`config.mk`:
```
export PLATFORM = sky130hd
export DESIGN_NAME = online_div_residue_seq
export DESIGN_NICKNAME = d
export VERILOG_FILES = /design/src/rtl/online_div_residue_seq.sv
export SDC_FILE = /design/constraint.sdc
export NUM_CORES = 1
export LEC_CHECK = 0
export CAP_MARGIN = 10
export CORE_MARGIN = 10
export CORE_UTILIZATION = 25
export DETAILED_ROUTE_END_ITERATION = 8
export PLACE_DENSITY = 0.54
export RECOVER_POWER = 25
export SYNTH_ARGS = -nofsm -noshare
export SYNTH_HDL_FRONTEND = slang
export SYNTH_SLANG_ARGS = --single-unit
```
`constraint.sdc`:
```
create_clock -name clk -period 2.6 [get_ports clk]
set_input_delay 0.26 -clock clk [delete_from_list [all_inputs] [get_ports clk]]
set_output_delay 0.26 -clock clk [all_outputs]
set_load 0.03 [all_outputs]
```
`src/rtl/online_div_residue_seq.sv`:
```
// Residue-buffer sequencer for online division: walks the residue words once per digit iteration.
// Optional ONLINE_DIV_RES_CLEAR_EN adds a CLEAR sweep of the whole buffer after each accepted start.
module online_div_residue_seq #(
    parameter int ADDR_WIDTH   = 7,
    parameter int ONLINE_DELAY = 4,
    parameter int DIGIT_W      = 8
) (
    input  logic                clk,
    input  logic                asyn_reset,
    input  logic                start,
    input  logic                abort,
    input  logic [DIGIT_W-1:0]  cfg_digits,
    input  logic [ADDR_WIDTH:0] cfg_words,
    input  logic                dp_ready,
    input  logic                sel_done,
    output logic                enable,
    output logic                new_line,
    output logic [10:0]         addr,
    output logic [DIGIT_W-1:0]  digit_idx,
    output logic                q_valid,
    output logic                busy,
    output logic                done,
    output logic                clr
);

`ifdef ONLINE_DIV_RES_CLEAR_EN
    typedef enum logic [2:0] {S_IDLE, S_CLEAR, S_WALK, S_SELECT, S_DONE} state_e;
`else
    typedef enum logic [2:0] {S_IDLE, S_WALK, S_SELECT, S_DONE} state_e;
`endif

    localparam logic [ADDR_WIDTH:0]   WORDS_MAX = {1'b1, {ADDR_WIDTH{1'b0}}};
    localparam logic [ADDR_WIDTH:0]   WORDS_ONE = {{ADDR_WIDTH{1'b0}}, 1'b1};
    localparam logic [ADDR_WIDTH-1:0] ADDR_ONE  = {{(ADDR_WIDTH-1){1'b0}}, 1'b1};
    localparam logic [DIGIT_W:0]      ITER_ONE  = {{DIGIT_W{1'b0}}, 1'b1};
    localparam logic [DIGIT_W:0]      DELAY     = (DIGIT_W+1)'(ONLINE_DELAY);

    state_e                state_q, state_d;
    logic [ADDR_WIDTH-1:0] addr_q, addr_d;
    // Iteration counter carries one extra bit so cfg_digits + delay never wraps.
    logic [DIGIT_W:0]      iter_q, iter_d;
    logic [DIGIT_W:0]      total_q, total_d;
    logic [ADDR_WIDTH:0]   words_q, words_d;
    logic                  last_word, last_iter;

    assign last_word = ({1'b0, addr_q} == (words_q - WORDS_ONE));
    assign last_iter = (iter_q == (total_q - ITER_ONE));

    always_comb begin
        // NOTE: every next-state value defaults to its register first, so no path can infer a latch.
        state_d = state_q;
        addr_d  = addr_q;
        iter_d  = iter_q;
        total_d = total_q;
        words_d = words_q;

        case (state_q)
            S_IDLE: begin
                if (start) begin
                    total_d = {1'b0, cfg_digits} + DELAY;
                    if (cfg_words == '0)
                        words_d = WORDS_ONE;
                    else if (cfg_words > WORDS_MAX)
                        words_d = WORDS_MAX;
                    else
                        words_d = cfg_words;
                    addr_d  = '0;
                    iter_d  = '0;
`ifdef ONLINE_DIV_RES_CLEAR_EN
                    state_d = S_CLEAR;
`else
                    state_d = S_WALK;
`endif
                end
            end
`ifdef ONLINE_DIV_RES_CLEAR_EN
            S_CLEAR: begin
                addr_d = addr_q + ADDR_ONE;
                if (&addr_q)
                    state_d = S_WALK;
            end
`endif
            S_WALK: begin
                if (dp_ready) begin
                    if (last_word) begin
                        addr_d  = '0;
                        state_d = S_SELECT;
                    end else begin
                        addr_d  = addr_q + ADDR_ONE;
                    end
                end
            end
            S_SELECT: begin
                if (sel_done) begin
                    if (last_iter) begin
                        state_d = S_DONE;
                    end else begin
                        iter_d  = iter_q + ITER_ONE;
                        state_d = S_WALK;
                    end
                end
            end
            S_DONE: begin
                iter_d  = '0;
                state_d = S_IDLE;
            end
            default: state_d = S_IDLE;
        endcase

        // Abort overrides whatever transition the case above chose.
        if (abort && (state_q != S_IDLE)) begin
            state_d = S_IDLE;
            addr_d  = '0;
            iter_d  = '0;
        end
    end

    always_ff @(posedge clk or posedge asyn_reset) begin
        if (asyn_reset) begin
            state_q <= S_IDLE;
            addr_q  <= '0;
            iter_q  <= '0;
            total_q <= '0;
            words_q <= '0;
        end else begin
            // NOTE: non-blocking assignments keep every register reading the pre-edge values.
            state_q <= state_d;
            addr_q  <= addr_d;
            iter_q  <= iter_d;
            total_q <= total_d;
            words_q <= words_d;
        end
    end

    assign enable    = (state_q == S_WALK) && dp_ready;
    assign new_line  = enable && (addr_q == '0);
    assign addr      = {{(11-ADDR_WIDTH){1'b0}}, addr_q};
    assign digit_idx = iter_q[DIGIT_W-1:0];
    assign q_valid   = (state_q == S_SELECT) && sel_done && !abort && (iter_q >= DELAY);
    assign busy      = (state_q != S_IDLE) && (state_q != S_DONE);
    assign done      = (state_q == S_DONE) && !abort;
`ifdef ONLINE_DIV_RES_CLEAR_EN
    assign clr       = (state_q == S_CLEAR);
`else
    assign clr       = 1'b0;
`endif

endmodule

```
==> run_results.csv <==
group,metric,value,unit
synth,post_synthesis_compound_gate_area_fraction,0.203,
floorplanning,die_h,125,um
status,run_status,"complete, no violations",
power,p_int,1690,uW
floorplanning,design.die.area,15500,um^2
setup_path,crit_required,2.75,ns
synth,post_synth_and_or_nand_nor_area_fraction,0.224,
global_route,first_global_vias,2299,
clock_network,clock_tree_from_tritoncts,"done",
power,switching_power,1500,uW
synth,synth.avg_cell_area,8.71,um^2
synth,post_synth_fa_ha_maj_area_fraction,0.0503,
sta,final_number_of_hold_violating_endpoints,0,
sta,clock.fmax,422,MHz
clock_network,root_buffer,"clkbuf_8",
floorplanning,core_area,10800,um^2
sta,grt_setup_unrepaired,"no",
setup_path,critical_path_arrival,2.52,ns
setup_path,r2r-start,"words_q[3]",
setup_path,setup.worst_path.start_class,"flip-flop",
setup_path,slowest_cp_cell,"or4_4",
finish,drive_above_1_share,0.0883,
sta,tightestPinTransition,0.891,ns
synth,synth.yosys.warnings,0,
detailed_routing,via_per_inst,4.77,
place,placed_cell_area,3220,um^2
sta,maxSlewViolCount,0,
flow_run,maxCapViolations,0,
floorplanning,fp.dieW,125,um
sta,setup_violations,0,
detailed_routing,routed_wirelength,7180,um
synth,seq_area_frac_synth,0.320,
power,power.share.clock,0.124,
finish,design_area,3310,um^2
floorplanning,initial_cell_density_of_the_core,0.253,
place,detailedPlacementHpwl,5730,um
sta,timing.max_slew.rel_slack,0.406,
clock_network,clk_path_buf_depth,2,
power,power.switching_fraction,0.470,
clock_network,postCtsHoldBufs,0,
clock_network,numCtsBuffers,5,
synth,yosys.area_share.xor_xnor,0.0640,
detailed_routing,ant_nets,0,
power,p_seq_frac,0.294,
synth,post_synth_num_cell_types,58,
setup_path,reg2regPathDepth,6,
clock_network,numClockSinks,35,
power,vdd_drop_max,350,uV
power,combinational_power_share,0.583,
floorplanning,num_rows,38,
hold_path,worst_hold_startpoint,"total_q[8]",
synth,synthesized_area,2740,um^2
finish,syn2layout_area_growth,21.0,%
clock_network,clock_tree.htree_level_count,2,
setup_path,highest_cell_delay_on_the_worst_timing_path,0.56,ns
synth,synthMuxAreaShare,0.0384,
detailed_routing,drc,0,
setup_path,critical_path.n_buffers_inverters,0,
finish,layoutNonFillerInstCount,491,
synth,yosys_register_bits,35,
sta,post-route-min-period,2.37,ns
hold_path,hold_path.class,"flip-flop to flip-flop",
synth,synth_edf_count,0,
sta,fin_tns_setup,0,ns
power,total_leakage_power,0.00135,uW
synth,dominant_combinational_cell_family_by_area_after_synthesis,"simple AND/OR/NAND/NOR gates",
synth,syn_inst,314,
clock_network,clock_latency,0.29,ns
detailed_routing,first_pass_iters,4,
setup_path,worst-path-max-fanout,9,
setup_path,critical_path.top_delay_family,"simple AND/OR/NAND/NOR gates",
floorplanning,i_o_pin_total,47,
power,power.density_cell_area,963,nW/um^2
global_route,global_route.usage.total,0.0901,
detailed_routing,drt_iter0_drc,138,
global_route,pin_count_of_the_biggest_net_entering_global_routing,36,
finish,num_antenna_cells,0,
setup_path,cp_cell_sequence,"or4_4 -> o21ai_1 -> nand4_1 -> a2111oi_4 -> or2_1 -> a21oi_1",
synth,synth_top_flop_cell,"dfrtp_1",
place,place.detailed.instances,483,
clock_network,cts.reportedPaths.clkPinSlew,0.07,ns
global_route,wire_length_of_the_first_global_routing_pass,12000,um
setup_path,worst_setup_path_end_kind,"flip-flop",
setup_path,path_depth,6,
setup_path,startpoint,"words_q[3]",
finish,design.final.nets,383,
sta,clock_skew,0.00386,ns
global_route,initial_antenna_violation_count,0,
place,io_buffer_count,41,
place,gp_congestion,0.816,
setup_path,worst-setup-path-type,"flip-flop to flip-flop",
hold_path,min_delay_path_depth,2,
sta,fin_worst_hold_slack,0.513,ns
sta,finalCritPeriodShare,0.912,
global_route,grt_overflow_total,0,
synth,synthArstFlopShare,1.00,
detailed_routing,via_count,2342,
detailed_routing,post_detailed_route_wirelength_per_cell,14.6,um
setup_path,setup.reg_to_reg.worst_slack,0.23,ns
==> cells by family after synthesis <==
logic type | Yosys count
compound gates | 77
xor+xnor | 20
fa+ha+maj | 11
buf+inv | 48
flops | 35
mux | 10
other cells | 1
simple gates | 112
==> cell usage after synthesis (2+ instances only) <==
| cell type | number | area (um^2) |
|---|---|---|
| nand3_1 | 13 | 65.1 |
| o211ai_1 | 4 | 30.0 |
| inv_1 | 21 | 78.8 |
| o2bb2ai_2 | 2 | 30.0 |
| clkbuf_1 | 6 | 22.5 |
| o22ai_1 | 6 | 37.5 |
| a41oi_1 | 2 | 17.5 |
| nor3_1 | 6 | 30.0 |
| o21ai_0 | 9 | 45.0 |
| o21ai_1 | 12 | 60.1 |
| xnor2_1 | 13 | 114 |
| or3_1 | 6 | 37.5 |
| nor4b_1 | 4 | 35.0 |
| a21o_1 | 6 | 45.0 |
| nor2_1 | 7 | 26.3 |
| o22a_1 | 2 | 17.5 |
| a22o_1 | 2 | 17.5 |
| mux2i_1 | 6 | 60.1 |
| nor3b_1 | 3 | 22.5 |
| o21ai_2 | 3 | 26.3 |
| and3_1 | 7 | 43.8 |
| o31ai_1 | 3 | 22.5 |
| mux2_1 | 4 | 45.0 |
| nor2b_1 | 4 | 25.0 |
| nand3b_1 | 3 | 22.5 |
| nand2_1 | 32 | 120 |
| nand4_1 | 7 | 43.8 |
| buf_4 | 13 | 97.6 |
| nand2b_1 | 9 | 56.3 |
| a31oi_1 | 4 | 25.0 |
| nor4_1 | 4 | 25.0 |
| ha_1 | 11 | 138 |
| xor2_1 | 7 | 61.3 |
| dfrtp_1 | 35 | 876 |
| a21oi_1 | 10 | 50.1 |
| buf_6 | 5 | 56.3 |
| buf_2 | 2 | 10.0 |
==> worst min-delay path, delay by kind of cell (launching register included) <==
kind            cells  cell delay, ns
compound gates      1            0.06
flops               1            0.36
simple gates        1            0.05
==> per-layer routing <==
layer | track usage | vias to the layer above | wire length [um]
met4 | 0.0295 | 0 | 113
met2 | 0.143 | 48 | 3300
met3 | 0.0183 | 10 | 236
met5 | 0 | - | 0
li1 | - | 1181 | -
met1 | 0.118 | 1103 | 3530
==> repair_timing <==
item	in CTS	in global routing
setup endpoints to repair	0	1
gates resized for setup	0	1
buffers inserted	0	0
==> stage by stage <==
step	util	total power, uW	setup slack [ns]
detailed placement	0.299	2820	0.216
finish	0.307	3190	0.229
global route	0.307	3470	0.0651
global placement	0.299	2770	0.303
CTS	0.307	3220	0.0757
floorplan	-	2370	0.482
==> area by class of cell <==
class / instances / area (um^2)
clock buffers: 6 / 72.6
clock inverters: 2 / 12.5
fillers: 1116 / 7480
inverters: 22 / 82.6
multi-input cells: 235 / 1610
flip-flops and latches: 35 / 876
well taps: 140 / 175
repair buffers: 51 / 485
==> worst paths after layout <==
check,end
worst min register to register,total_q[8]
worst max-delay path,addr_q[6]
worst max register to register,addr_q[6]
min in group asynchronous,total_q[4]
worst min-delay path,total_q[8]
max in group asynchronous,words_q[3]
==> power groups by stage <==
stage               sequential, uW  clock (uW)  combinational (uW)
finish                         936         394                1860
global route                   967         433                2070
CTS                            935         410                1880
detailed placement             947           0                1870
global placement               933           0                1840
floorplan                      893           0                1480
==> registers in the layout (all words and copies together), names as in the netlist <==
| name | flops |
|---|---|
| total_q | 9 |
| addr_q | 7 |
| state_q | 2 |
| words_q | 8 |
| iter_q | 9 |
==> cell usage in the layout, fill, tap and decap left out, types with 5 or more instances in the layout <==
| cell | instances |
|---|---|
| mux2i_1 | 6 |
| inv_1 | 21 |
| nand2_1 | 32 |
| nand3_1 | 13 |
| clkbuf_8 | 5 |
| a21oi_1 | 10 |
| conb_1 | 5 |
| o22ai_1 | 6 |
| and3_1 | 7 |
| ha_1 | 11 |
| or3_1 | 6 |
| xor2_1 | 7 |
| nand4_1 | 7 |
| buf_4 | 9 |
| nand2b_1 | 9 |
| a21o_1 | 6 |
| o21ai_1 | 12 |
| dfrtp_1 | 35 |
| o21ai_0 | 9 |
| nor2_1 | 7 |
| nor3_1 | 6 |
| clkdlybuf4s50_1 | 39 |
| xnor2_1 | 13 |
Power figures use the tool's default switching activity.
